File: config.mk
export PLATFORM = sky130hd
export DESIGN_NAME = wb_arb_rr
export DESIGN_NICKNAME = d
export VERILOG_FILES = /design/src/rtl/wb_arb_pkg.sv /design/src/rtl/wb_arb_rr_pick.sv /design/src/rtl/wb_arb_rr.sv
export SDC_FILE = /design/constraint.sdc
export NUM_CORES = 1
export LEC_CHECK = 0
export BUFFER_PORTS_ARGS = -buffer_cell sky130_fd_sc_hd__buf_2
export CORE_AREA = 2 2 130 132
export DETAILED_ROUTE_END_ITERATION = 8
export DIE_AREA = 0 0 132 134
export PLACE_DENSITY = 0.39
export SKIP_CTS_REPAIR_TIMING = 1
export SYNTH_ARGS = -nofsm -noshare
export SYNTH_HDL_FRONTEND = slang
export SYNTH_SLANG_ARGS = --single-unit
File: constraint.sdc
create_clock -name wb_clk_i -period 2.5 [get_ports wb_clk_i]
set_input_delay 0.375 -clock wb_clk_i [delete_from_list [all_inputs] [get_ports wb_clk_i]]
set_output_delay 0.375 -clock wb_clk_i [all_outputs]
set_load 0.01 [all_outputs]
File: src/rtl/wb_arb_pkg.sv
// wb_arb_pkg: shared types and constants for the Wishbone round-robin arbiter.
//   arb_state_e  - arbiter FSM state (idle / bus owned)
//   CTI_*/BTE_*  - Wishbone registered-feedback cycle/burst type codes
//   WD_W         - watchdog counter width
package wb_arb_pkg;

  typedef enum logic {
    ST_IDLE  = 1'b0,
    ST_OWNED = 1'b1
  } arb_state_e;

  localparam logic [2:0] CTI_CLASSIC = 3'b000;
  localparam logic [2:0] CTI_CONST   = 3'b001;
  localparam logic [2:0] CTI_INCR    = 3'b010;
  localparam logic [2:0] CTI_EOB     = 3'b111;

  localparam logic [1:0] BTE_LINEAR  = 2'b00;
  localparam logic [1:0] BTE_WRAP4   = 2'b01;
  localparam logic [1:0] BTE_WRAP8   = 2'b10;
  localparam logic [1:0] BTE_WRAP16  = 2'b11;

  localparam int unsigned WD_W = 16;

endpackage

File: src/rtl/wb_arb_rr_pick.sv
// wb_arb_rr_pick: combinational round-robin picker.
//   req        - request vector, one bit per master
//   last_owner - index of the most recent owner; search starts at last_owner+1
//   grant      - one-hot winner (zero when nobody requests)
//   valid      - at least one request present
module wb_arb_rr_pick
  import wb_arb_pkg::*;
#(
  parameter int unsigned NUM_MASTERS = 2,
  parameter int unsigned IW          = 1
) (
  input  logic [NUM_MASTERS-1:0] req,
  input  logic [IW-1:0]          last_owner,
  output logic [NUM_MASTERS-1:0] grant,
  output logic                   valid
);

  // Walk offsets 1..N from last_owner; first requester at the smallest offset wins.
  always_comb begin
    grant = '0;
    valid = 1'b0;
    for (int unsigned i = 1; i <= NUM_MASTERS; i++) begin
      for (int unsigned j = 0; j < NUM_MASTERS; j++) begin
        if (!valid && req[j] && (((32'(last_owner) + i) % NUM_MASTERS) == j)) begin
          grant[j] = 1'b1;
          valid    = 1'b1;
        end
      end
    end
  end

endmodule

File: src/rtl/wb_arb_rr.sv
// wb_arb_rr: round-robin arbiter, NUM_MASTERS Wishbone masters onto one slave.
//   wb_clk_i/wb_rst_i - clock, synchronous active-low reset
//   wbm_*_i           - flattened master requests, master m in slice m
//   wbm_rdt_o         - slave read data broadcast to every slice
//   wbm_ack/err/rty_o - responses, routed only to the granted master
//   wbs_*_o / wbs_*_i - slave request / response
//   grant_o           - registered one-hot owner, zero while idle
// Optional build macro WB_ARB_WATCHDOG_EN: terminate unanswered strobes with
// an error after TIMEOUT cycles.
module wb_arb_rr
  import wb_arb_pkg::*;
#(
  parameter int unsigned NUM_MASTERS = 2,
  parameter int unsigned AW          = 32,
  parameter int unsigned DW          = 32,
  parameter int unsigned TIMEOUT     = 255
) (
  input  logic                          wb_clk_i,
  input  logic                          wb_rst_i,
  input  logic [NUM_MASTERS*AW-1:0]     wbm_adr_i,
  input  logic [NUM_MASTERS*DW-1:0]     wbm_dat_i,
  input  logic [NUM_MASTERS*(DW/8)-1:0] wbm_sel_i,
  input  logic [NUM_MASTERS-1:0]        wbm_we_i,
  input  logic [NUM_MASTERS-1:0]        wbm_cyc_i,
  input  logic [NUM_MASTERS-1:0]        wbm_stb_i,
  input  logic [NUM_MASTERS*3-1:0]      wbm_cti_i,
  input  logic [NUM_MASTERS*2-1:0]      wbm_bte_i,
  output logic [NUM_MASTERS*DW-1:0]     wbm_rdt_o,
  output logic [NUM_MASTERS-1:0]        wbm_ack_o,
  output logic [NUM_MASTERS-1:0]        wbm_err_o,
  output logic [NUM_MASTERS-1:0]        wbm_rty_o,
  output logic [AW-1:0]                 wbs_adr_o,
  output logic [DW-1:0]                 wbs_dat_o,
  output logic [DW/8-1:0]               wbs_sel_o,
  output logic                          wbs_we_o,
  output logic                          wbs_cyc_o,
  output logic                          wbs_stb_o,
  output logic [2:0]                    wbs_cti_o,
  output logic [1:0]                    wbs_bte_o,
  input  logic [DW-1:0]                 wbs_rdt_i,
  input  logic                          wbs_ack_i,
  input  logic                          wbs_err_i,
  input  logic                          wbs_rty_i,
  output logic [NUM_MASTERS-1:0]        grant_o
);

  localparam int unsigned IW = (NUM_MASTERS > 1) ? $clog2(NUM_MASTERS) : 1;
  localparam int unsigned SW = DW / 8;

  arb_state_e             state_q, state_d;
  logic [NUM_MASTERS-1:0] grant_q, grant_d;
  logic [IW-1:0]          last_q, last_d;
  logic [IW-1:0]          owner_idx;
  logic [NUM_MASTERS-1:0] pick_grant;
  logic                   pick_valid;
  logic                   owned, cyc_g, stb_g, resp_any, timeout;

  wb_arb_rr_pick #(
    .NUM_MASTERS (NUM_MASTERS),
    .IW          (IW)
  ) u_pick (
    .req        (wbm_cyc_i),
    .last_owner (last_q),
    .grant      (pick_grant),
    .valid      (pick_valid)
  );

  assign owned    = (state_q == ST_OWNED);
  assign cyc_g    = |(wbm_cyc_i & grant_q);
  assign stb_g    = |(wbm_stb_i & grant_q);
  assign resp_any = wbs_ack_i | wbs_err_i | wbs_rty_i;
  assign grant_o  = grant_q;

  // One-hot grant to index, remembered as last owner on release.
  always_comb begin
    owner_idx = '0;
    for (int unsigned j = 0; j < NUM_MASTERS; j++) begin
      if (grant_q[j]) owner_idx = IW'(j);
    end
  end

`ifdef WB_ARB_WATCHDOG_EN
  logic [WD_W-1:0] wd_q, wd_d;

  assign timeout = owned && (wd_q == WD_W'(TIMEOUT));

  // Count strobed cycles without any slave response; expiry clears it.
  always_comb begin
    wd_d = wd_q;
    if (!owned || !cyc_g || timeout || resp_any) wd_d = '0;
    else if (stb_g)                              wd_d = wd_q + WD_W'(1);
  end

  always_ff @(posedge wb_clk_i) begin
    if (!wb_rst_i) wd_q <= '0;
    else           wd_q <= wd_d;
  end
`else
  logic [15:0] unused_timeout;
  assign unused_timeout = 16'(TIMEOUT);
  assign timeout        = 1'b0;
`endif

  // State register.
  always_ff @(posedge wb_clk_i) begin
    if (!wb_rst_i) begin
      state_q <= ST_IDLE;
      grant_q <= '0;
      last_q  <= IW'(NUM_MASTERS - 1);
    end else begin
      state_q <= state_d;
      grant_q <= grant_d;
      last_q  <= last_d;
    end
  end

  // Next state: grant on any request in IDLE, release when owner drops cyc.
  always_comb begin
    state_d = state_q;
    grant_d = grant_q;
    last_d  = last_q;
    case (state_q)
      ST_IDLE: begin
        if (pick_valid) begin
          state_d = ST_OWNED;
          grant_d = pick_grant;
        end
      end
      ST_OWNED: begin
        if (!cyc_g) begin
          state_d = ST_IDLE;
          grant_d = '0;
          last_d  = owner_idx;
        end
      end
      default: begin
        state_d = ST_IDLE;
        grant_d = '0;
      end
    endcase
  end

  // Request mux from the granted slice; everything quiet while idle.
  always_comb begin
    wbs_adr_o = '0;
    wbs_dat_o = '0;
    wbs_sel_o = '0;
    wbs_we_o  = 1'b0;
    wbs_cti_o = '0;
    wbs_bte_o = '0;
    if (owned) begin
      for (int unsigned j = 0; j < NUM_MASTERS; j++) begin
        if (grant_q[j]) begin
          wbs_adr_o = wbm_adr_i[j*AW +: AW];
          wbs_dat_o = wbm_dat_i[j*DW +: DW];
          wbs_sel_o = wbm_sel_i[j*SW +: SW];
          wbs_we_o  = wbm_we_i[j];
          wbs_cti_o = wbm_cti_i[j*3 +: 3];
          wbs_bte_o = wbm_bte_i[j*2 +: 2];
        end
      end
    end
  end

  assign wbs_cyc_o = owned & cyc_g;
  assign wbs_stb_o = owned & stb_g & ~timeout;

  assign wbm_rdt_o = {NUM_MASTERS{wbs_rdt_i}};
  assign wbm_ack_o = owned ? (grant_q & {NUM_MASTERS{wbs_ack_i}})           : '0;
  assign wbm_err_o = owned ? (grant_q & {NUM_MASTERS{wbs_err_i | timeout}}) : '0;
  assign wbm_rty_o = owned ? (grant_q & {NUM_MASTERS{wbs_rty_i}})           : '0;

endmodule

Word-level counts from Yosys, hierarchy flattened
Index checks and enable logic that the tools add are counted.
{"block": "word_totals", "reg_bits": 4, "in_bits": 189, "output_inout_bits": 148, "word_cells": 67}
{"block": "op_classes", "addsub": 2, "n_eq_ne": 2, "muxes": 35, "n_bitwise": 9, "n_reduce_logical": 16}
{"op": "32-bit 2-to-1 mux", "n": 6}
{"op": "32-bit logical NOT", "n": 2}
{"op": "2-bit 2-to-1 mux", "n": 8}
{"op": "1-bit 2-to-1 mux", "n": 13}
{"op": "4-bit 2-to-1 mux", "n": 3}
{"op": "2-bit bitwise AND", "n": 5}
{"op": "3-bit 2-to-1 mux", "n": 3}
{"op": "1-bit logical AND", "n": 7}
{"op": "2-bit inequality test, second input constant", "n": 2}
{"op": "2-bit one-hot mux with 2 select lines", "n": 1}
{"op": "2-bit AND reduction", "n": 2}
{"op": "2-bit OR reduction", "n": 2}
{"op": "1-bit logical NOT", "n": 3}
{"op": "1-bit adder, second input constant", "n": 2}
{"op": "1-bit bitwise AND", "n": 2}
{"op": "1-bit inverter", "n": 2}
{"op": "1-bit one-hot mux with 2 select lines", "n": 1}

Longest topological paths before layout
Gate-level depths: netlist (run 1).
{"block": "depth", "depth_word": 18, "mapped_depth": 6, "mapped_depth_nobuf": 3}

Hierarchy
From an unflattened synthesis (run 1), not the netlist that was laid out.
{"block": "hier_totals", "hier_cells": 194, "hier_area_um2": 1595.3}
{"mod": "wb_arb_rr", "instances": 1, "cells_per_inst": 190, "area_per_inst_um2": 1570.3, "seq_area_each_um2": 80.1}
{"mod": "wb_arb_rr_pick", "instances": 1, "cells_per_inst": 4, "area_per_inst_um2": 25.0, "seq_area_each_um2": 0.0}

Least setup slack after synthesis (run 1)
Ideal clock, no wire load.
{"block": "synth_path", "path_type": "register to output", "startpoint": "register grant_q[0] (netlist: grant_o[0])", "endpoint": "output port wbs_adr_o[0]", "arrival_time_ps": 1111, "required_ps": 2125, "slack_ps": 1014, "stages_incl_launch_ff": 6, "path_buffers": 2, "path_cell_list": "dfxtp_1 > nand2_1 > nor2_1 > buf_4 > buf_6 > a22o_1"}
{"block": "synth_via", "elab_chain_cells": 3}
{"item": "from (decl)", "line": "wb_arb_rr.sv:51", "text": "logic [NUM_MASTERS-1:0] grant_q, grant_d;"}
{"item": "from (signal assigned)", "line": "wb_arb_rr.sv:112", "text": "grant_q <= grant_d;"}
{"item": "32-bit 2-to-1 mux (2 in series)", "line": "wb_arb_rr.sv:153", "text": "if (grant_q[j]) begin"}
{"item": "32-bit 2-to-1 mux", "line": "wb_arb_rr.sv:151", "text": "if (owned) begin"}
{"item": "to (decl)", "line": "wb_arb_rr.sv:32", "text": "output logic [AW-1:0] wbs_adr_o,"}
No other way between the ends.

Worst setup path in the final report (run 1)
{"block": "layout_path", "startpoint": "register state_q (netlist: owned)", "endpoint": "output port wbs_dat_o[3]"}
{"block": "layout_via", "elab_chain_cells": 1}
{"item": "from (decl)", "line": "wb_arb_rr.sv:50", "text": "arb_state_e state_q, state_d;"}
{"item": "from (signal assigned)", "line": "wb_arb_rr.sv:111", "text": "state_q <= state_d;"}
{"item": "32-bit 2-to-1 mux", "line": "wb_arb_rr.sv:151"}
{"item": "to (decl)", "line": "wb_arb_rr.sv:33", "text": "output logic [DW-1:0] wbs_dat_o,"}
No other way between the ends.

==> summary.txt, run 1 <==
Final clock period utilization by the worst path - 93.5%
Crit path cell chain - nand2_1, nor2_4, buf_4, a22o_1, buf_2
Capturing element type of the critical path - primary output
Detail-routed net length per standard cell - 14.3 um
Share of the yosys chip area belonging to registers - 5.03%
Core Box Area - 16300 um2
Number of top-level design ports - 337
Arr. time, crit path - 1.96 ns
Global placer's final weighted congestion - 0.866
Final routed DRC violation total - 0
Sum of negative setup slack - 0 ns
Per-cell via count in the routed design - 3.67
Routed via count - 2116
Root Buffer Master - sky130_fd_sc_hd__clkbuf_16
Die width - 132 um
Async set-or-reset flop fraction in the synthesized netlist - 0%
Final net count - 547
Cell area power density - 270 nW/um2
Half-perimeter wire length after detailed placement - 6790 um
Antenna violations before repair - 0
Clock buffer count from CTS - 3
DP Area - 2450 um2
Count of H-tree levels built during CTS - 1
Worst endpoint required time - 2.12 ns
Overflow left after global routing - 0
Pin count of the biggest net entering global routing - 45
Fin area - 2520 um2
Maximum achievable frequency - 428 MHz
Number of iterations in the first detailed-routing pass - 4
Transition time at the pin with the least slew margin - 0.480 ns
TritonCTS clock tree - done
Cell with the largest stage delay on the worst path - sky130_fd_sc_hd__dfxtp_1
Worst Path Class, Setup - reg2out
Number of cell rows - 47
Critical path's top delay family - flip-flops
Finished Core Util - 15.5%
Biggest fanout along the worst timing path - 44
Total wire length - 8230 um
Area growth, synth to finish - 58.6%
Worst-Skew Late Latency - 0.22 ns
Post-synthesis sequential element count - 4
Share of layout cells above drive strength 1 - 70.5%
Number of setup violations in the final report - 0
Number of buffer cells added on primary ports - 240
Setup repair after global routing missed its margin - false
Clock transition at the registers of the reported paths - 0.03 ns
Reported leakage power - 1.51 nW
Maximum count of clock buffers along a single path - 2
Setup clock skew after layout - 0.000722 ns
Slack of the worst reg-to-reg path - 1.30 ns
Worst path bufs/invs - 2
Fin worst setup slack - 0.163 ns
Tot GR Track Use - 8.06%
Highest cell delay on the worst timing path - 0.60 ns
Wire length of the first global-routing pass - 11600 um
Initial core utilization - 9.77%
CTS Sinks - 4
Number of DRC violations after detailed-routing iteration 0 - 65
Worst-case vdd ir drop - 0.257 mV
Area of the die - 17700 um2
Post-synthesis cell area - 1590 um2
Primary FF master, synth - sky130_fd_sc_hd__dfxtp_1
Max Slew Vio Count - 0
Synth Net Count - 382
Per-instance average area after synthesis - 8.25 um2
Max_cap viols - 0
Antenna-violating nets left - 0
Final critical-path required period - 2.34 ns
Sort of element at the start of the critical path - register
Status - finished, final reports clean
Max transition margin - 68.0%
Netlist cell types - 25
Chip height - 134 um
Worst hold slack across all endpoints - 0.394 ns
Number of antenna repair diodes - 0
Type of the tightest min-delay check - in2reg
Number of global-route vias before repair - 1998
Mapped Cells - 193
Total of warnings raised by yosys - 0
Pre-CTS WS - 0.385 ns
Final hold vios - 0
Post-synth EDFFs - 0
[per-stage QoR]
step	cells	power, W
finish	576	0.000682
global route	576	0.000722
CTS	576	0.000690
detailed placement	573	0.000434
global placement	573	0.000433
floorplan	193	0.000343
[Yosys cell counts (2+ instances only)]
library cell              instances  area (um2)
sky130_fd_sc_hd__a22o_1          74         648
sky130_fd_sc_hd__buf_4           67         503
sky130_fd_sc_hd__buf_6           13         146
sky130_fd_sc_hd__and3_1           6        37.5
sky130_fd_sc_hd__a21oi_1          4        20.0
sky130_fd_sc_hd__dfxtp_1          4        80.1
sky130_fd_sc_hd__nand2_1          4        15.0
sky130_fd_sc_hd__buf_2            3        15.0
sky130_fd_sc_hd__o21ai_0          2        10.0
[routing by layer]
layer / global-route usage, % / vias up / part of all wire, %
li1: - / 999 / -
met1: 9.95 / 952 / 41
met2: 13.8 / 163 / 47
met3: 3.17 / 2 / 11
met4: 0.543 / 0 / 0.024
met5: 0 / - / 0
[where the power goes]
part           switching, W  internal (W)
logic              0.000162      0.000185
clock network     0.0000455      0.000204
registers         0.0000152     0.0000707
total              0.000222      0.000460
[registers in the layout, indices dropped and copies added, names as in the netlist]
signal / flops
owned: 1
grant_o: 2
last_q: 1
[worst reg2reg max path, cell delays in order (launching register included)]
cell	delay (ns)
sky130_fd_sc_hd__dfxtp_1	0.60
sky130_fd_sc_hd__mux2_2	0.39
sky130_fd_sc_hd__o21ai_0	0.14
[logic make-up after synthesis]
logic type      synth area share, %
compound gates                 45.0
buf+inv                        42.2
flops                          5.03
mux                            1.34
simple gates                   6.45
[area by class of cell]
| cell class | instances | area (um2) |
|---|---|---|
| flip-flops and latches | 4 | 80.1 |
| repair buffers | 244 | 1240 |
| fillers | 1875 | 13800 |
| multi-input cells | 104 | 847 |
| inverters | 1 | 3.75 |
| well taps | 220 | 275 |
| clock buffers | 3 | 75.1 |
[layout by cell type, fill, tap and decap left out, types with 2 or more instances in the layout]
cell,netlist,final
sky130_fd_sc_hd__buf_2,3,240
sky130_fd_sc_hd__a22o_1,74,74
sky130_fd_sc_hd__and3_1,6,6
sky130_fd_sc_hd__nand2_1,4,4
sky130_fd_sc_hd__a21oi_1,4,4
sky130_fd_sc_hd__dfxtp_1,4,4
sky130_fd_sc_hd__clkbuf_16,0,3
sky130_fd_sc_hd__buf_4,67,3
sky130_fd_sc_hd__o21ai_0,2,2
[path summary, 6_finish.rpt]
| path | cells past startpoint | startpoint | end |
|---|---|---|---|
| min | 2 | wb_rst_i | last_q |
| max reg2reg | 2 | owned | grant_o[0] |
| min reg2reg | 2 | last_q | last_q |
| max | 5 | owned | wbs_dat_o[3] |
(Power assumes the default switching activity.)
==> run 2: changes to the inputs <==
Settings changed: RECOVER_POWER from default to 100.
==> summary.txt, run 2 (synthesized netlist as in run 1, its figures left out) <==
Status - finished, final reports clean
Final clock period utilization by the worst path - 92.3% (-1.2 points)
Wire length of the first global-routing pass - 11600 um (unchanged)
Antenna violations before repair - 0 (unchanged)
Most common cell after layout, fill and taps aside - sky130_fd_sc_hd__buf_2
Tot GR Track Use - 8.06% (unchanged)
Max transition margin - 68.3% (+0.25 points)
Final routed DRC violation total - 0 (unchanged)
Number of antenna repair diodes - 0 (unchanged)
Number of fillers in the final layout - 1905 (+1.6%)
Power Total - 0.000669 W (-2.0%)
Setup clock skew after layout - 0.000956 ns (+0.000234 ns)
Maximum count of clock buffers along a single path - 2 (unchanged)
Critical path's top delay family - flip-flops
Fin worst setup slack - 0.193 ns (+0.0301 ns)
Internal portion of total power - 0.000446 W (-3.0%)
Global placer's final weighted congestion - 0.866 (unchanged)
Part of the total power dissipated in combinational logic - 49.9% (-0.9 points)
Min-Delay Startpoint - wb_rst_i
Root Buffer Master - sky130_fd_sc_hd__clkbuf_16
Final critical-path required period - 2.31 ns (-0.0301 ns)
CTS Sinks - 4 (unchanged)
Clock buffer count from CTS - 3 (unchanged)
Arr. time, crit path - 1.93 ns (-0.03 ns)
Sum of negative setup slack - 0 ns (unchanged)
Number of iterations in the first detailed-routing pass - 4 (unchanged)
Sort of element at the start of the critical path - register
Pin count of the biggest net entering global routing - 45 (unchanged)
Cell with the largest stage delay on the worst path - sky130_fd_sc_hd__dfxtp_1
Area of the die - 17700 um2 (unchanged)
Number of cell rows - 47 (unchanged)
Number of global-route vias before repair - 1998 (unchanged)
Routed via count - 2101 (-0.71%)
Clock transition at the registers of the reported paths - 0.03 ns (about the same)
Core Box Area - 16300 um2 (unchanged)
Per-cell via count in the routed design - 3.65 (-0.71%)
Overflow left after global routing - 0 (unchanged)
Worst r2r src - owned
Relative contribution of sequential cells to total power - 12.7% (about the same)
Half-perimeter wire length after detailed placement - 6790 um (unchanged)
Type of the tightest min-delay check - in2reg
Highest cell delay on the worst timing path - 0.59 ns (about the same)
Max_cap viols - 0 (unchanged)
Worst-Skew Late Latency - 0.22 ns (about the same)
Biggest fanout along the worst timing path - 23 (-48%)
Final net count - 547 (unchanged)
Share of layout cells above drive strength 1 - 50.8% (-20 points)
Number of DRC violations after detailed-routing iteration 0 - 68 (+4.6%)
Max Slew Vio Count - 0 (unchanged)
Total wire length - 8240 um (+0.16%)
Most frequent cells in the layout - sky130_fd_sc_hd__buf_2, sky130_fd_sc_hd__a22o_1, sky130_fd_sc_hd__clkbuf_1
Final hold vios - 0 (unchanged)
Max reg flops - 2 (unchanged)
Multi-input logic area - 840 um2 (-0.89%)
Sequential cell area - 80.1 um2 (unchanged)
Setup repair after global routing missed its margin - false
Count of H-tree levels built during CTS - 1 (unchanged)
TritonCTS clock tree - done
Number of setup violations in the final report - 0 (unchanged)
Crit path cell chain - and2_4, buf_4, a22o_1, clkbuf_1
Reported leakage power - 1.21 nW (-20%)
Area growth, synth to finish - 52.8%
Cell area power density - 275 nW/um2 (+1.8%)
Detail-routed net length per standard cell - 14.3 um (+0.16%)
Die width - 132 um (unchanged)
Transition time at the pin with the least slew margin - 0.476 ns (-0.00382 ns)
Worst endpoint required time - 2.12 ns (about the same)
Worst-case vdd ir drop - 0.257 mV (-0.23%)
Worst path bufs/invs - 2 (unchanged)
Antenna-violating nets left - 0 (unchanged)
Pre-CTS WS - 0.385 ns (unchanged)
Net switching share of the total power - 33.3% (+0.70 points)
Worst Path Class, Setup - reg2out
Maximum achievable frequency - 433 MHz (+1.3%)
Timing startpoint of the critical path - owned
Number of buffer cells added on primary ports - 240 (unchanged)
Portion of total power attributed to the clock network - 37.4% (+0.8 points)
Psw - 0.000222 W (about the same)
Number of top-level design ports - 337 (unchanged)
Chip height - 134 um (unchanged)
Initial core utilization - 9.77% (unchanged)
Capturing element type of the critical path - primary output
run 2: cell types whose count changed in the layout (fill, tap and decap cells not counted), sizes merged:
| cell | previous run | this run |
|---|---|---|
| buf | 244 | 169 |
| clkbuf | 3 | 78 |
run 2: worst register-to-register path: cells and delay by family, from the launching register on:
family             cells  cell delay [ns]
DFF                    1             0.59
muxes                  1             0.39
AOI/OAI and AO/OA      1             0.14
run 2: layout make-up:
cell class | count | share of cell area (%)
timing repair buffer | 244 | 47.6
multi-input combinational | 104 | 34.5
tap | 220 | 11.3
sequential | 4 | 3.29
clock buffer | 3 | 3.09
inverter | 1 | 0.154
run 2: worst paths after layout:
kind,to,slack (ns),cells after the start
setup / recovery,wbs_dat_o[15],0.19,4
hold reg to reg,last_q,0.56,2
setup reg to reg,grant_o[0],1.31,2
hold / removal,last_q,0.39,2
run 2: per-layer routing:
layer / up-vias / track usage, % / routed length, um
li1: 999 / - / -
met3: 2 / 3.17 / 1010
met2: 173 / 13.8 / 3930
met4: 0 / 0.543 / 2
met5: - / 0 / 0
met1: 927 / 9.95 / 3310
run 2: metrics by stage:
| step | cells | hold WS, ns | util, % | cell area (um2) |
|---|---|---|---|---|
| 2_1_floorplan | 193 | 0.451 | - | 1590 |
| 5_1_grt | 576 | 0.438 | 14.9 | 2430 |
| 3_5_place_dp | 573 | 0.552 | 15.0 | 2450 |
| 3_3_place_gp | 573 | 0.532 | 15.0 | 2450 |
| 4_1_cts | 576 | 0.395 | 15.5 | 2520 |
| 6_report | 576 | 0.395 | 14.9 | 2430 |
run 2: power groups by stage:
stage / Clock [W] / Sequential (W) / Combinational, W
2_1_floorplan: 0 / 0.0000762 / 0.000266
3_3_place_gp: 0 / 0.0000857 / 0.000347
3_5_place_dp: 0 / 0.0000868 / 0.000347
4_1_cts: 0.000253 / 0.0000860 / 0.000350
5_1_grt: 0.000258 / 0.0000880 / 0.000362
6_report: 0.000250 / 0.0000849 / 0.000333
==> run 3: changes to the inputs <==
Settings changed: ABC_AREA from default to 1, CORE_AREA 2 2 130 132 to 2 2 131 133, DIE_AREA 0 0 132 134 to 0 0 133 135, PLACE_DENSITY 0.39 to 0.4.
==> summary.txt, run 3 <==
Tot GR Track Use - 8.69% (+0.63 points)
Total of warnings raised by yosys - 0 (unchanged)
Per-cell via count in the routed design - 3.82 (+4.6%)
Biggest area consumer among synthesized cells - sky130_fd_sc_hd__buf_4
Sort of element at the start of the critical path - register
CTS Sinks - 4 (unchanged)
Transition time at the pin with the least slew margin - 0.832 ns (+0.355 ns)
Cell with the largest stage delay on the worst path - sky130_fd_sc_hd__clkbuf_4
Antenna violations before repair - 2 (+2)
Worst-case vdd ir drop - 0.255 mV (-0.61%)
Core Box Area - 16400 um2 (+0.72%)
Final hold vios - 0 (unchanged)
Portion of total power attributed to the clock network - 29.7% (-7.7 points)
Cell area power density - 322 nW/um2 (+17%)
Pin count of the biggest net entering global routing - 77 (+71%)
Slack of the worst reg-to-reg path - 0.53 ns (-0.78 ns)
Final clock period utilization by the worst path - 82.2% (-10 points)
Routed via count - 2542 (+21%)
Max reg flops - 2 (unchanged)
Count of H-tree levels built during CTS - 1 (unchanged)
Most common cell after layout, fill and taps aside - sky130_fd_sc_hd__buf_2
Finished Core Util - 16.5% (+1.5 points)
Power Total - 0.000871 W (+30%)
Yosys top cell area share - 27.9% (-13 points)
Synth Net Count - 474 (+24%)
Arr. time, crit path - 1.68 ns (-0.25 ns)
Sequential cell area - 83.8 um2 (+4.7%)
Global placer's final weighted congestion - 0.722 (-17%)
Share of layout cells above drive strength 1 - 41.2% (-9.6 points)
Fin area - 2700 um2 (+11%)
Post-synthesis cell area - 1880 um2 (+18%)
Number of setup violations in the final report - 0 (unchanged)
Half-perimeter wire length after detailed placement - 6940 um (+2.2%)
Number of buffer cells added on primary ports - 240 (unchanged)
Crit path cell chain - inv_2, clkbuf_4, nor2_1, clkbuf_1
Psw - 0.000362 W (+63%)
Root Buffer Master - sky130_fd_sc_hd__clkbuf_16
List of most frequent post-synthesis cells - sky130_fd_sc_hd__nor2_1, sky130_fd_sc_hd__buf_4, sky130_fd_sc_hd__a22oi_1
Post-synth EDFFs - 0 (unchanged)
Number of top-level design ports - 337 (unchanged)
Per-instance average area after synthesis - 6.60 um2 (-20%)
Highest cell delay on the worst timing path - 0.48 ns (-0.11 ns)
Maximum achievable frequency - 487 MHz (+12%)
Final net count - 634 (+16%)
Post-synthesis sequential element count - 4 (unchanged)
Type of the tightest min-delay check - in2reg
Part of the total power dissipated in combinational logic - 58.9% (+9.0 points)
Number of iterations in the first detailed-routing pass - 4 (unchanged)
Worst Path Class, Setup - reg2out
Worst-Skew Late Latency - 0.23 ns (about the same)
Clock buffer count from CTS - 3 (unchanged)
Reported leakage power - 1.15 nW (-4.9%)
Final critical-path required period - 2.06 ns (-0.252 ns)
Setup repair after global routing missed its margin - false
Mapped Cells - 285 (+48%)
Total wire length - 8610 um (+4.5%)
Share of the yosys chip area belonging to registers - 4.26% (-0.78 points)
Capturing element type of the critical path - primary output
Maximum count of clock buffers along a single path - 2 (unchanged)
Multi-input logic area - 1070 um2 (+28%)
Die width - 133 um (+0.76%)
Worst endpoint required time - 2.12 ns (about the same)
Number of cell rows - 47 (unchanged)
Wire length of the first global-routing pass - 12600 um (+9.2%)
DP Area - 2730 um2 (+12%)
Netlist cell types - 20 (-20%)
Number of DRC violations after detailed-routing iteration 0 - 55 (-19%)
Internal portion of total power - 0.000509 W (+14%)
Max_cap viols - 0 (unchanged)
Status - finished, final reports clean
Library cell with the highest instance count after synthesis - sky130_fd_sc_hd__nor2_1
Number of global-route vias before repair - 2503 (+25%)
Net switching share of the total power - 41.6% (+8.3 points)
Most frequent cells in the layout - sky130_fd_sc_hd__buf_2, sky130_fd_sc_hd__nor2_1, sky130_fd_sc_hd__clkbuf_1
Max transition margin - 44.6% (-24 points)
Initial core utilization - 11.5% (+1.7 points)
Area growth, synth to finish - 43.5%
Main area contributors after synthesis - sky130_fd_sc_hd__buf_4, sky130_fd_sc_hd__a22oi_1, sky130_fd_sc_hd__nor2_1
Area of the die - 18000 um2 (+1.5%)
Async set-or-reset flop fraction in the synthesized netlist - 0% (unchanged)
Detail-routed net length per standard cell - 12.9 um (-9.7%)
Primary FF master, synth - sky130_fd_sc_hd__dfxtp_1
Final routed DRC violation total - 0 (unchanged)
Antenna-violating nets left - 0 (unchanged)
Setup clock skew after layout - 0.00286 ns (+0.00190 ns)
Relative contribution of sequential cells to total power - 11.4% (-1.3 points)
Number of fillers in the final layout - 1953 (+2.5%)
Max Slew Vio Count - 0 (unchanged)
Biggest fanout along the worst timing path - 76 (+230%)
Clock transition at the registers of the reported paths - 0.03 ns (about the same)
Sum of negative setup slack - 0 ns (unchanged)
TritonCTS clock tree - done
Chip height - 135 um (+0.75%)
Overflow left after global routing - 0 (unchanged)
==> run 3: path summary, 6_finish.rpt <==
path	endpoint	depth (start not counted)	start
hold / removal	last_q	2	wb_rst_i
setup / recovery	wbs_dat_o[15]	4	owned
hold reg to reg	last_q	2	last_q
setup reg to reg	grant_o[1]	5	owned
==> run 3: cell type report <==
| class | instances | share of cell area, % |
|---|---|---|
| Antenna cell | 2 | 0.185 |
| Clock buffer | 4 | 2.92 |
| Inverter | 8 | 1.11 |
| Multi-Input combinational cell | 184 | 39.8 |
| Sequential cell | 4 | 3.10 |
| Tap cell | 220 | 10.2 |
| Timing Repair Buffer | 244 | 42.7 |
==> run 3: logic make-up (layout without fill, tap and decap cells) <==
logic type | Yosys count | in the layout | synth area share, %
other | 0 | 2 | 0
AND/OR/NAND/NOR | 104 | 104 | 21.9
AO/OA/AOI/OAI | 80 | 80 | 35.2
buffers and inverters | 97 | 256 | 38.6
flip-flops | 4 | 4 | 4.26
==> run 3: layer usage <==
layer	vias up	share of wire (%)	track usage, %
met5	-	0	0
met4	0	1.5	2.75
met3	11	9.4	1.91
met2	182	53	17.9
met1	1106	36	8.50
li1	1243	-	-
==> run 3: power groups by stage <==
stage	Combinational [W]	Sequential [W]	Clock (W)
final	0.000513	0.0000991	0.000259
after detailed placement	0.000541	0.000100	0
after global routing	0.000576	0.000103	0.000268
after floorplan	0.000454	0.0000796	0
after global placement	0.000545	0.000101	0
after CTS	0.000543	0.0000996	0.000264
==> run 3: critical path: cells and delay by family (launching register included) <==
family                 cells  cell delay, ns
DFF                        1            0.47
buffers and inverters      3            0.70
and+or+nand+nor            1            0.25
==> run 3: stage by stage <==
step,hold WS [ns],instances,setup slack (ns)
2_1_floorplan,0.468,285,1.04
3_3_place_gp,0.531,660,0.726
3_5_place_dp,0.501,660,0.741
4_1_cts,0.400,664,0.501
5_1_grt,0.412,666,0.231
6_report,0.398,666,0.445
